===== src/rtl/canvas_port_arbiter_if.sv =====
// Bundles the mouse, recognizer and small_canvas port-a signals shared by canvas_port_arbiter.
// slave is the arbiter side; master is the side that drives requests and models the RAM.
interface canvas_port_arbiter_if #(
    parameter int ADDR_W = 10
);
    logic              mouse_we;
    logic [ADDR_W-1:0] mouse_addr;
    logic              mouse_data;
    logic              mouse_grant;
    logic              rec_req;
    logic [ADDR_W-1:0] rec_addr;
    logic              rec_grant;
    logic              rec_rdata;
    logic [ADDR_W-1:0] ram_a;
    logic              ram_d;
    logic              ram_we;
    logic              ram_spo;

    modport slave (
        input  mouse_we, mouse_addr, mouse_data, rec_req, rec_addr, ram_spo,
        output mouse_grant, rec_grant, rec_rdata, ram_a, ram_d, ram_we
    );

    modport master (
        output mouse_we, mouse_addr, mouse_data, rec_req, rec_addr, ram_spo,
        input  mouse_grant, rec_grant, rec_rdata, ram_a, ram_d, ram_we
    );
endinterface


===== src/rtl/canvas_port_arbiter.sv =====
// Shares small_canvas port a between mouse writes, recognizer reads and a clear sweep.
// Mouse writes that arrive while another user owns the port are dropped and counted.
module canvas_port_arbiter #(
    parameter int   ADDR_W      = 10,
    parameter int   DEPTH       = 1024,
    parameter logic CLEAR_VALUE = 1'b0,
    parameter int   DROP_W      = 8
) (
    input  logic                  clk,
    input  logic                  rst,
    canvas_port_arbiter_if.slave  bus,
    input  logic                  clear_req,
    output logic                  busy,
    output logic                  clear_done,
    output logic [DROP_W-1:0]     dropped_writes
);
    localparam logic [ADDR_W-1:0] LAST = ADDR_W'(DEPTH - 1);

    typedef enum logic [1:0] {IDLE, READ, CLEAR} state_t;

    state_t            state, state_next;
    logic [ADDR_W-1:0] clr_cnt;
    logic              clear_pending;
    logic              start_clear;

    always_comb begin
        state_next  = state;
        start_clear = 1'b0;
        bus.ram_a   = bus.mouse_addr;
        bus.ram_d   = bus.mouse_data;
        bus.ram_we  = bus.mouse_we;
        case (state)
            IDLE: begin
                if (clear_req || clear_pending) begin
                    state_next  = CLEAR;
                    start_clear = 1'b1;
                end else if (bus.rec_req) begin
                    state_next = READ;
                end
            end
            READ: begin
                bus.ram_a  = bus.rec_addr;
                bus.ram_d  = 1'b0;
                bus.ram_we = 1'b0;
                if (!bus.rec_req) begin
                    if (clear_pending) begin
                        state_next  = CLEAR;
                        start_clear = 1'b1;
                    end else begin
                        state_next = IDLE;
                    end
                end
            end
            CLEAR: begin
                bus.ram_a  = clr_cnt;
                bus.ram_d  = CLEAR_VALUE;
                bus.ram_we = 1'b1;
                if (clr_cnt == LAST) state_next = IDLE;
            end
            default: state_next = IDLE;
        endcase
    end

    assign bus.mouse_grant = (state == IDLE);
    assign bus.rec_grant   = (state == READ);
    assign bus.rec_rdata   = bus.ram_spo;
    assign busy            = (state != IDLE) || clear_pending;

    always_ff @(posedge clk or posedge rst) begin
        if (rst) begin
            state          <= IDLE;
            clr_cnt        <= '0;
            clear_pending  <= 1'b0;
            clear_done     <= 1'b0;
            dropped_writes <= '0;
        end else begin
            state      <= state_next;
            clear_done <= (state == CLEAR) && (clr_cnt == LAST);
            // Starting a sweep consumes any pending request, including one arriving that cycle.
            if (start_clear) begin
                clr_cnt       <= '0;
                clear_pending <= 1'b0;
            end else begin
                if (state == CLEAR && clr_cnt != LAST) clr_cnt <= clr_cnt + 1'b1;
                if (state == READ && clear_req) clear_pending <= 1'b1;
            end
            if (bus.mouse_we && state != IDLE && dropped_writes != '1)
                dropped_writes <= dropped_writes + 1'b1;
        end
    end
endmodule


===== src/flat_wrapper.sv =====
// flat-port wrapper written by rule: the top's interface ports become plain ports
module canvas_port_arbiter_flat 
#(
    parameter int   ADDR_W      = 10,
    parameter int   DEPTH       = 1024,
    parameter logic CLEAR_VALUE = 1'b0,
    parameter int   DROP_W      = 8
)
  (clk, rst, clear_req, busy, clear_done, dropped_writes, bus_mouse_we, bus_mouse_addr, bus_mouse_data, bus_rec_req, bus_rec_addr, bus_ram_spo, bus_mouse_grant, bus_rec_grant, bus_rec_rdata, bus_ram_a, bus_ram_d, bus_ram_we);
  canvas_port_arbiter_if #(.ADDR_W(ADDR_W)) bus_i ();
  input  logic clk;
  input  logic rst;
  input  logic clear_req;
  output logic busy;
  output logic clear_done;
  output logic [DROP_W-1:0] dropped_writes;
  input wire logic [$bits(bus_i.mouse_we)-1:0] bus_mouse_we;
  input wire logic [$bits(bus_i.mouse_addr)-1:0] bus_mouse_addr;
  input wire logic [$bits(bus_i.mouse_data)-1:0] bus_mouse_data;
  input wire logic [$bits(bus_i.rec_req)-1:0] bus_rec_req;
  input wire logic [$bits(bus_i.rec_addr)-1:0] bus_rec_addr;
  input wire logic [$bits(bus_i.ram_spo)-1:0] bus_ram_spo;
  output wire logic [$bits(bus_i.mouse_grant)-1:0] bus_mouse_grant;
  output wire logic [$bits(bus_i.rec_grant)-1:0] bus_rec_grant;
  output wire logic [$bits(bus_i.rec_rdata)-1:0] bus_rec_rdata;
  output wire logic [$bits(bus_i.ram_a)-1:0] bus_ram_a;
  output wire logic [$bits(bus_i.ram_d)-1:0] bus_ram_d;
  output wire logic [$bits(bus_i.ram_we)-1:0] bus_ram_we;
  assign bus_i.mouse_we = bus_mouse_we;
  assign bus_i.mouse_addr = bus_mouse_addr;
  assign bus_i.mouse_data = bus_mouse_data;
  assign bus_i.rec_req = bus_rec_req;
  assign bus_i.rec_addr = bus_rec_addr;
  assign bus_i.ram_spo = bus_ram_spo;
  assign bus_mouse_grant = bus_i.mouse_grant;
  assign bus_rec_grant = bus_i.rec_grant;
  assign bus_rec_rdata = bus_i.rec_rdata;
  assign bus_ram_a = bus_i.ram_a;
  assign bus_ram_d = bus_i.ram_d;
  assign bus_ram_we = bus_i.ram_we;
  canvas_port_arbiter #(.ADDR_W(ADDR_W), .DEPTH(DEPTH), .CLEAR_VALUE(CLEAR_VALUE), .DROP_W(DROP_W)) u_core (.clk(clk), .rst(rst), .bus(bus_i), .clear_req(clear_req), .busy(busy), .clear_done(clear_done), .dropped_writes(dropped_writes));
endmodule

===== config.mk =====
export PLATFORM = sky130hd
export DESIGN_NAME = canvas_port_arbiter_flat
export DESIGN_NICKNAME = d
export VERILOG_FILES = /design/src/rtl/canvas_port_arbiter_if.sv /design/src/rtl/canvas_port_arbiter.sv /design/src/flat_wrapper.sv
export SDC_FILE = /design/constraint.sdc
export NUM_CORES = 1
export LEC_CHECK = 0
export ABC_AREA = 1
export CORE_MARGIN = 2
export CORE_UTILIZATION = 35
export CTS_BUF_LIST = sky130_fd_sc_hd__clkbuf_8
export CTS_CLUSTER_DIAMETER = 200
export DETAILED_ROUTE_END_ITERATION = 7
export PLACE_DENSITY_LB_ADDON = 0.15
export SYNTH_ARGS = -nofsm -noshare
export SYNTH_HDL_FRONTEND = slang
export SYNTH_SLANG_ARGS = --single-unit

===== constraint.sdc =====
create_clock -name clk -period 3.88 [get_ports clk]
set_input_delay 0.97 -clock clk [delete_from_list [all_inputs] [get_ports clk]]
set_output_delay 0.97 -clock clk [all_outputs]
set_load 0.02 [all_outputs]

# [Word level (Yosys, flattened, before mapping)]
# Cells that the tools add are included.
[word_totals] regBits=22 in_bits=27 out_inout_bits=25
[op_classes] add_sub_neg=2 n_eq_ne=8 n_mux=17 n_reduce_logical=13
[ops] op="two-way mux 10 bit" count=2
[ops] op="case mux 10 bit (2 select lines)" count=1
[ops] op="adder 10 x 1 -> 10 bit, second input constant" count=1
[ops] op="== test 10 bit, second input constant" count=1
[ops] op="two-way mux 2 bit" count=5
[ops] op="!= test 10 bit, second input constant" count=1
[ops] op="adder 8 x 1 -> 8 bit, second input constant" count=1
[ops] op="!= test 8 bit, second input constant" count=1
[ops] op="two-way mux 1 bit" count=6
[ops] op="case mux 2 bit (3 select lines)" count=1
[ops] op="nonzero test 2 bit" count=3
[ops] op="logical AND 1 bit" count=5
[ops] op="case mux 1 bit (2 select lines)" count=2
[ops] op="!= test 3 x 2 -> 1 bit, second input constant" count=1
[ops] op="AND reduction 3 bit" count=1
[ops] op="== test 2 x 1 -> 1 bit, second input constant" count=1
[ops] op="== test 2 bit, second input constant" count=1
[ops] op="logical NOT 2 bit" count=1
[ops] op="logical OR 1 bit" count=2
[ops] op="!= test 2 x 1 -> 1 bit, second input constant" count=1
[ops] op="!= test 2 bit, second input constant" count=1
[ops] op="OR reduction 2 bit" count=1

# [Logic depth before layout (Yosys ltp)]
# Gate-level depths: netlist of run 1.
[depth] word_depth=4 depth_mapped=9 ltp_nobuf=9

# [Worst setup path before layout of run 1]
# Ideal clock, no wire load.
[synth_path] path_kind="reg2out" from="register u_core.state[0]" to="output port bus_ram_a[5]" t_arrival_ps=1474 path_slack_ps=1436 stages_incl_launch_ff=7 path_buffers=2 cell_sequence="dfrtp_1 -> inv_1 -> ha_1 -> clkbuf_1 -> clkbuf_1 -> nand3_1 -> o211ai_1"
[synth_between] elab_chain_cells=2 word_cells_on_any_way=3 cone_classes="2 x eq/ne; 1 x mux"
[synth_rtl] item="from (decl)" line="canvas_port_arbiter.sv:21" source="state_t state, state_next;"
[synth_rtl] item="from (signal assigned)" line="canvas_port_arbiter.sv:77" source="state <= state_next;"
[synth_rtl] item="== test 2 bit or == test 2 x 1 -> 1 bit (tied branches)" line="canvas_port_arbiter.sv:32" source="case (state)"
[synth_rtl] item="case mux 10 bit (2 select lines) (*)" line="canvas_port_arbiter.sv:32"
[synth_rtl] item="to (decl)" line="flat_wrapper.sv:26" source="output wire logic [$bits(bus_i.ram_a)-1:0] bus_ram_a;"
# Every way passes the cells marked *; elsewhere a longest branch is shown, timed or not.

# [Final worst setup path of run 1]
[layout_path] from="register u_core.state[0]" to="output port bus_ram_a[9]"
# Same word-level chain as after synthesis.

==> qor.yml, run 1 <==
grt_antenna_before_repair: 0
cts_setup_buffers: 0
ys.flop_type: "dfrtp_1"
tns_ns: 0
fp.dieArea_sq_mm: 0.00509
power_density_mw_per_mm2: 584
min_path_cells: 2
die_y_um: 71.4
dp_hpwl_mm: 2.98
clock_tree.buffer_depth: 2
synth_nets: 263
start_util_pct: 36.5
vias: 1530
r2r_cells: 7
cts_max_level: 1
hold_buffers: 0
drive_above_1_share_pct: 5.07
path_class: "register to output pin"
antenna_left: 0
startpoint_type: "register"
multi_input_area_sq_um: 881
irDropWorstVdd_mv: 0.212
setup_violations: 0
worst_ep_arrival_time_ns: 2.51
clk_latency_ns: 0.25
regArea_sq_um: 551
syn_area_per_cell_sq_um: 6.87
slowest_stage: "clkdlybuf4s50_1"
hp-class: "register to register"
grt_remaining_overflow: 0
gp_congestion: 0.779
cts-resized-gates: 0
die_x_um: 71.4
cts_num_sinks: 22
r2r_slack_ns: 2.21
finalHoldViolCount: 0
clkSlewWorstSetupHoldPaths_ns: 0.07
grt_pass1_wl_mm: 6.56
finClkSkew_ns: 0.00128
worst_slew_pin_slew_ns: 0.849
grt_pass1_vias: 1398
wl_mm: 3.79
synth.top_cell.area_share_pct: 34.7
fin_crit_sh_pct: 89.7
critPathCaptureType: "output pin"
hold_start: "u_core.state[1]$_DFFE_PP0P_"
synth-seq-cells: 22
period_minus_slack_ns: 3.48
critPathLaunch: "u_core.state[0]$_DFFE_PP0P_"
rows: 24
synth_cell_types: 23
wire_per_inst_um: 11.5
n_fill_cell: 453
timing.final.max_slew_violations: 0
power.leakage_nw: 1.03
fin_nets: 310
n_antenna_cell: 0
io_buffer_count: 49
ys_seq_area_share_pct: 34.7
yosysTopAreaCell: "dfrtp_1"
grt_usage_pct: 15.7
reg2reg_from: "u_core.state[1]$_DFFE_PP0P_"
synth_edf_count: 0
synth_cells: 231
pin_count: 52
path_buf_inv: 2
relSlewSlack_pct: 43.3
clockRootBuffer: "clkbuf_8"
synth_common_cells: "81 x nand2_1, 42 x nand3_1, 26 x inv_1, 22 x dfrtp_1, 13 x nor2_1"
yosysMostFrequentCell: "nand2_1"
syn_to_final_growth_pct: 34.6
vias_per_cell: 4.66
cp_top_family: "buffers and inverters"
yosys_warnings: 0
min_to: "u_core.state[1]$_DFFE_PP0P_"
crit_path_max_incr_delay_ns: 0.64
outcome: "finished clean"
max_freq_ghz: 0.287
synthArstFlopShare_pct: 100
core_sq_mm: 0.00435
drc: 0
crit_path_max_fanout: 16
grt_max_degree: 23
required_ns: 2.91
path_cells: "inv_1, ha_1, nand2_1, o211ai_1, clkdlybuf4s50_1"
netlist_area_sq_mm: 0.00159
cts_buffers: 3
synthTopCellsByArea: "dfrtp_1 35%, nand2_1 19%, nand3_1 13%, inv_1 6.1%, ha_1 3.9%"
timing.rr.end: "u_core.clr_cnt[6]$_DFFE_PP0P_"
p_total_w: 0.00125
dr.pass1.iters: 5
drt-initial-drc-count: 58
grt_setup_unrepaired: "no"
max-cap-violations: 0
cts_tree: "yes"
## cells by family (layout without fill, tap and decap cells)
group	Yosys count	count (layout)	synth area share (%)
and+or+nand+nor	145	145	41.1
buffers and inverters	36	81	9.85
DFF	22	22	34.7
AOI/OAI and AO/OA	14	14	5.52
xor gates and xnor gates	9	9	4.96
adders and majority gates	5	5	3.94
## power breakdown
group          switching [W]  total [W]  internal (W)  leakage [nW]
sequential         0.0000535   0.000328      0.000274         0.297
clock              0.0000656   0.000135     0.0000690        0.0216
combinational       0.000464   0.000786      0.000322         0.713
## worst max path at each step
| stage | end | slack [ns] | cells after the start |
|---|---|---|---|
| detailed placement | bus_ram_a[5] | 0.65 | 4 |
| global placement | bus_ram_a[5] | 0.66 | 5 |
| floorplan | bus_ram_a[5] | 1.44 | 6 |
| CTS | bus_ram_a[9] | 0.37 | 5 |
| global route | bus_ram_a[5] | 0.19 | 5 |
| finish | bus_ram_a[9] | 0.40 | 5 |
## metrics by stage
step	setup slack (ns)	cells	hold slack, ns	instance area, sq um	utilization [%]
floorplan	1.44	231	0.467	1590	-
global placement	0.661	325	0.501	2100	48.1
detailed placement	0.649	325	0.506	2100	48.1
CTS	0.373	328	0.527	2140	49.1
global route	0.190	328	0.553	2140	49.1
finish	0.400	328	0.516	2140	49.1
## cell type report
cell class | instances | share of cell area [%]
multi-input combinational | 173 | 41.2
sequential | 22 | 25.8
inverter | 29 | 5.09
clock buffer | 3 | 1.93
tap | 52 | 3.04
timing repair buffer | 49 | 23.0
## flip-flops by register name, indices dropped and copies added (netlist names)
signal                 flops
u_core.clear_done          1
u_core.clear_pending       1
u_core.clr_cnt            10
u_core.dropped_writes      8
u_core.state               2
## placed cells by master (no fill, tap or decap)
master / count
clkdlybuf4s50_1: 49
nand3_1: 42
nand2_1: 81
o21ai_0: 5
o21ai_1: 1
dfrtp_1: 22
nor3_1: 1
nor2_4: 2
inv_1: 26
nor2_1: 13
inv_2: 3
nand2_4: 1
nand3_2: 2
xnor2_1: 3
nand3_4: 1
clkbuf_8: 3
o211ai_1: 7
nand2_2: 2
xor2_1: 6
a21oi_1: 1
ha_1: 5
## metal layers
metal	vias to the layer above	global-route usage, %	wire length [um]
met5	-	0	0
met4	0	1.26	8
met3	2	3.09	103
met2	18	25.1	1800
met1	691	23.0	1870
li1	819	-	-
## worst reg2reg max path: stages (launching register included)
cell,delay (ns)
dfrtp_1,0.40
inv_1,0.08
ha_1,0.48
nand3_1,0.13
nand2_1,0.14
inv_2,0.15
nand3_1,0.12
nand2_1,0.05
(Power assumes the default switching activity.)
==> run 2: changes to the inputs <==
- CORE_ASPECT_RATIO: default -> 0.8
- CORE_UTILIZATION: 35 -> 45
- GPL_ROUTABILITY_DRIVEN: default -> 0
==> qor.yml, run 2 (synthesized netlist as in run 1, its figures left out) <==
hp-class: "register to register"
max_freq_ghz: 0.293
rows: 19
grt_pass1_wl_mm: 6.71
hold_start: "u_core.state[0]$_DFFE_PP0P_"
path_buf_inv: 4
top_regs: "u_core.clr_cnt: 10 flops, u_core.dropped_writes: 8 flops, u_core.state: 2 flops"
wire_per_inst_um: 11.9
grt_pass1_vias: 1474
cts_setup_buffers: 0
core_sq_mm: 0.00340
clk_latency_ns: 0.27
final_cell_mix: "81 x nand2_1, 49 x clkdlybuf4s50_1, 42 x nand3_1"
tns_ns: 0
io_buffer_count: 49
dp_hpwl_mm: 2.92
outcome: "finished clean"
crit_path_max_incr_delay_ns: 0.63
irDropWorstVdd_mv: 0.460
pin_count: 52
critPathLaunch: "u_core.state[0]$_DFFE_PP0P_"
p_int_w: 0.000742
p_total_w: 0.00134
path_class: "register to output pin"
drive_above_1_share_pct: 5.76
clkSlewWorstSetupHoldPaths_ns: 0.08
top_register: "u_core.clr_cnt"
cts_num_sinks: 22
n_fill_cell: 306
die_y_um: 57.1
dr.pass1.iters: 4
max-cap-violations: 0
combPwrFrac_pct: 59.3
crit_top_cell: "inv_1"
cp_top_family: "buffers and inverters"
power_density_mw_per_mm2: 620
wl_mm: 3.80
placed_area_sq_mm: 0.00209
grt_remaining_overflow: 0
hold_buffers: 0
pwr-share-clk_pct: 16.4
critPathCaptureType: "output pin"
grt_max_degree: 23
required_ns: 2.91
clock_tree.buffer_depth: 2
largest_register_ffs: 10
relSlewSlack_pct: 45.5
vias: 1603
cts_max_level: 1
fin_nets: 311
startpoint_type: "register"
fin_ws_ns: 0.471
cts-resized-gates: 0
fin_crit_sh_pct: 87.9
cts_tree: "yes"
n_antenna_cell: 0
vias_per_cell: 5.01
pre_cts_ws_ns: 0.640
final_common_cell: "nand2_1"
fp.dieArea_sq_mm: 0.00402
power.leakage_nw: 1.05
cts_buffers: 3
finalHoldViolCount: 0
period_minus_slack_ns: 3.41
clockRootBuffer: "clkbuf_8"
timing.final.max_slew_violations: 0
crit_path_max_fanout: 11
reg2reg_from: "u_core.state[1]$_DFFE_PP0P_"
path_cells: "inv_1, ha_1, buf_4, inv_1, nand2_1, o211ai_1, clkdlybuf4s50_1"
grt_setup_unrepaired: "no"
setup_violations: 0
slowest_stage: "clkdlybuf4s50_1"
die_x_um: 70.4
worst_slew_pin_slew_ns: 0.816
grt_antenna_before_repair: 0
start_util_pct: 46.7
antenna_left: 0
p_switching_w: 0.000598
drt-initial-drc-count: 90
syn_to_final_growth_pct: 36.2
worst_ep_arrival_time_ns: 2.44
switching_share_pct: 44.6
drc: 0
postLayoutCellArea_sq_mm: 0.00216
finClkSkew_ns: 0.00378
seq_power_share_pct: 24.4
grt_usage_pct: 20.8
-- run 2: worst paths after layout --
path | endpoint | slack [ns] | cells past startpoint
max | bus_ram_a[0] | 0.47 | 7
min | u_core.state[0]$_DFFE_PP0P_ | 0.52 | 2
min in group asynchronous | u_core.dropped_writes[1]$_DFFE_PP0P_ | 1.14 | 2
min reg2reg | u_core.state[0]$_DFFE_PP0P_ | 0.52 | 2
max reg2reg | u_core.clr_cnt[4]$_DFFE_PP0P_ | 2.19 | 7
max in group asynchronous | u_core.dropped_writes[7]$_DFFE_PP0P_ | 2.23 | 2
-- run 2: layer usage --
| metal | vias to the layer above | global-route usage (%) | wire (um) |
|---|---|---|---|
| met1 | 743 | 28.7 | 1840 |
| met5 | - | 0 | 0 |
| met3 | 4 | 4.24 | 179 |
| li1 | 826 | - | - |
| met2 | 30 | 34.1 | 1760 |
| met4 | 0 | 4.95 | 30 |
-- run 2: worst reg2reg max path: stages (launching register included) --
cell and delay, ns:
dfrtp_1 0.41, inv_1 0.08, ha_1 0.48, nand3_1 0.13, nand2_1 0.15, inv_2 0.15, nand3_1 0.13, nand2_1 0.05
-- run 2: cell type report --
| class | count | area, sq um | share of cell area, % |
|---|---|---|---|
| Clock inverter | 1 | 30.0 | 1.39 |
| Inverter | 29 | 109 | 5.03 |
| Sequential cell | 22 | 551 | 25.5 |
| Timing Repair Buffer | 50 | 498 | 23.0 |
| Clock buffer | 3 | 41.3 | 1.91 |
| Multi-Input combinational cell | 173 | 881 | 40.7 |
| Tap cell | 42 | 52.6 | 2.43 |
-- run 2: power by group through the flow --
stage          Sequential (W)  Combinational, W  Clock (W)
2_1_floorplan        0.000350          0.000484          0
3_3_place_gp         0.000330          0.000794          0
3_5_place_dp         0.000331          0.000797          0
4_1_cts              0.000327          0.000802   0.000220
5_1_grt              0.000335          0.000874   0.000232
6_report             0.000327          0.000794   0.000219
-- run 2: stage by stage --
step | cells | hold WS [ns] | util [%]
2_1_floorplan | 231 | 0.467 | -
3_3_place_gp | 316 | 0.496 | 61.5
3_5_place_dp | 316 | 0.496 | 61.5
4_1_cts | 320 | 0.517 | 63.6
5_1_grt | 320 | 0.546 | 63.6
6_report | 320 | 0.518 | 63.6
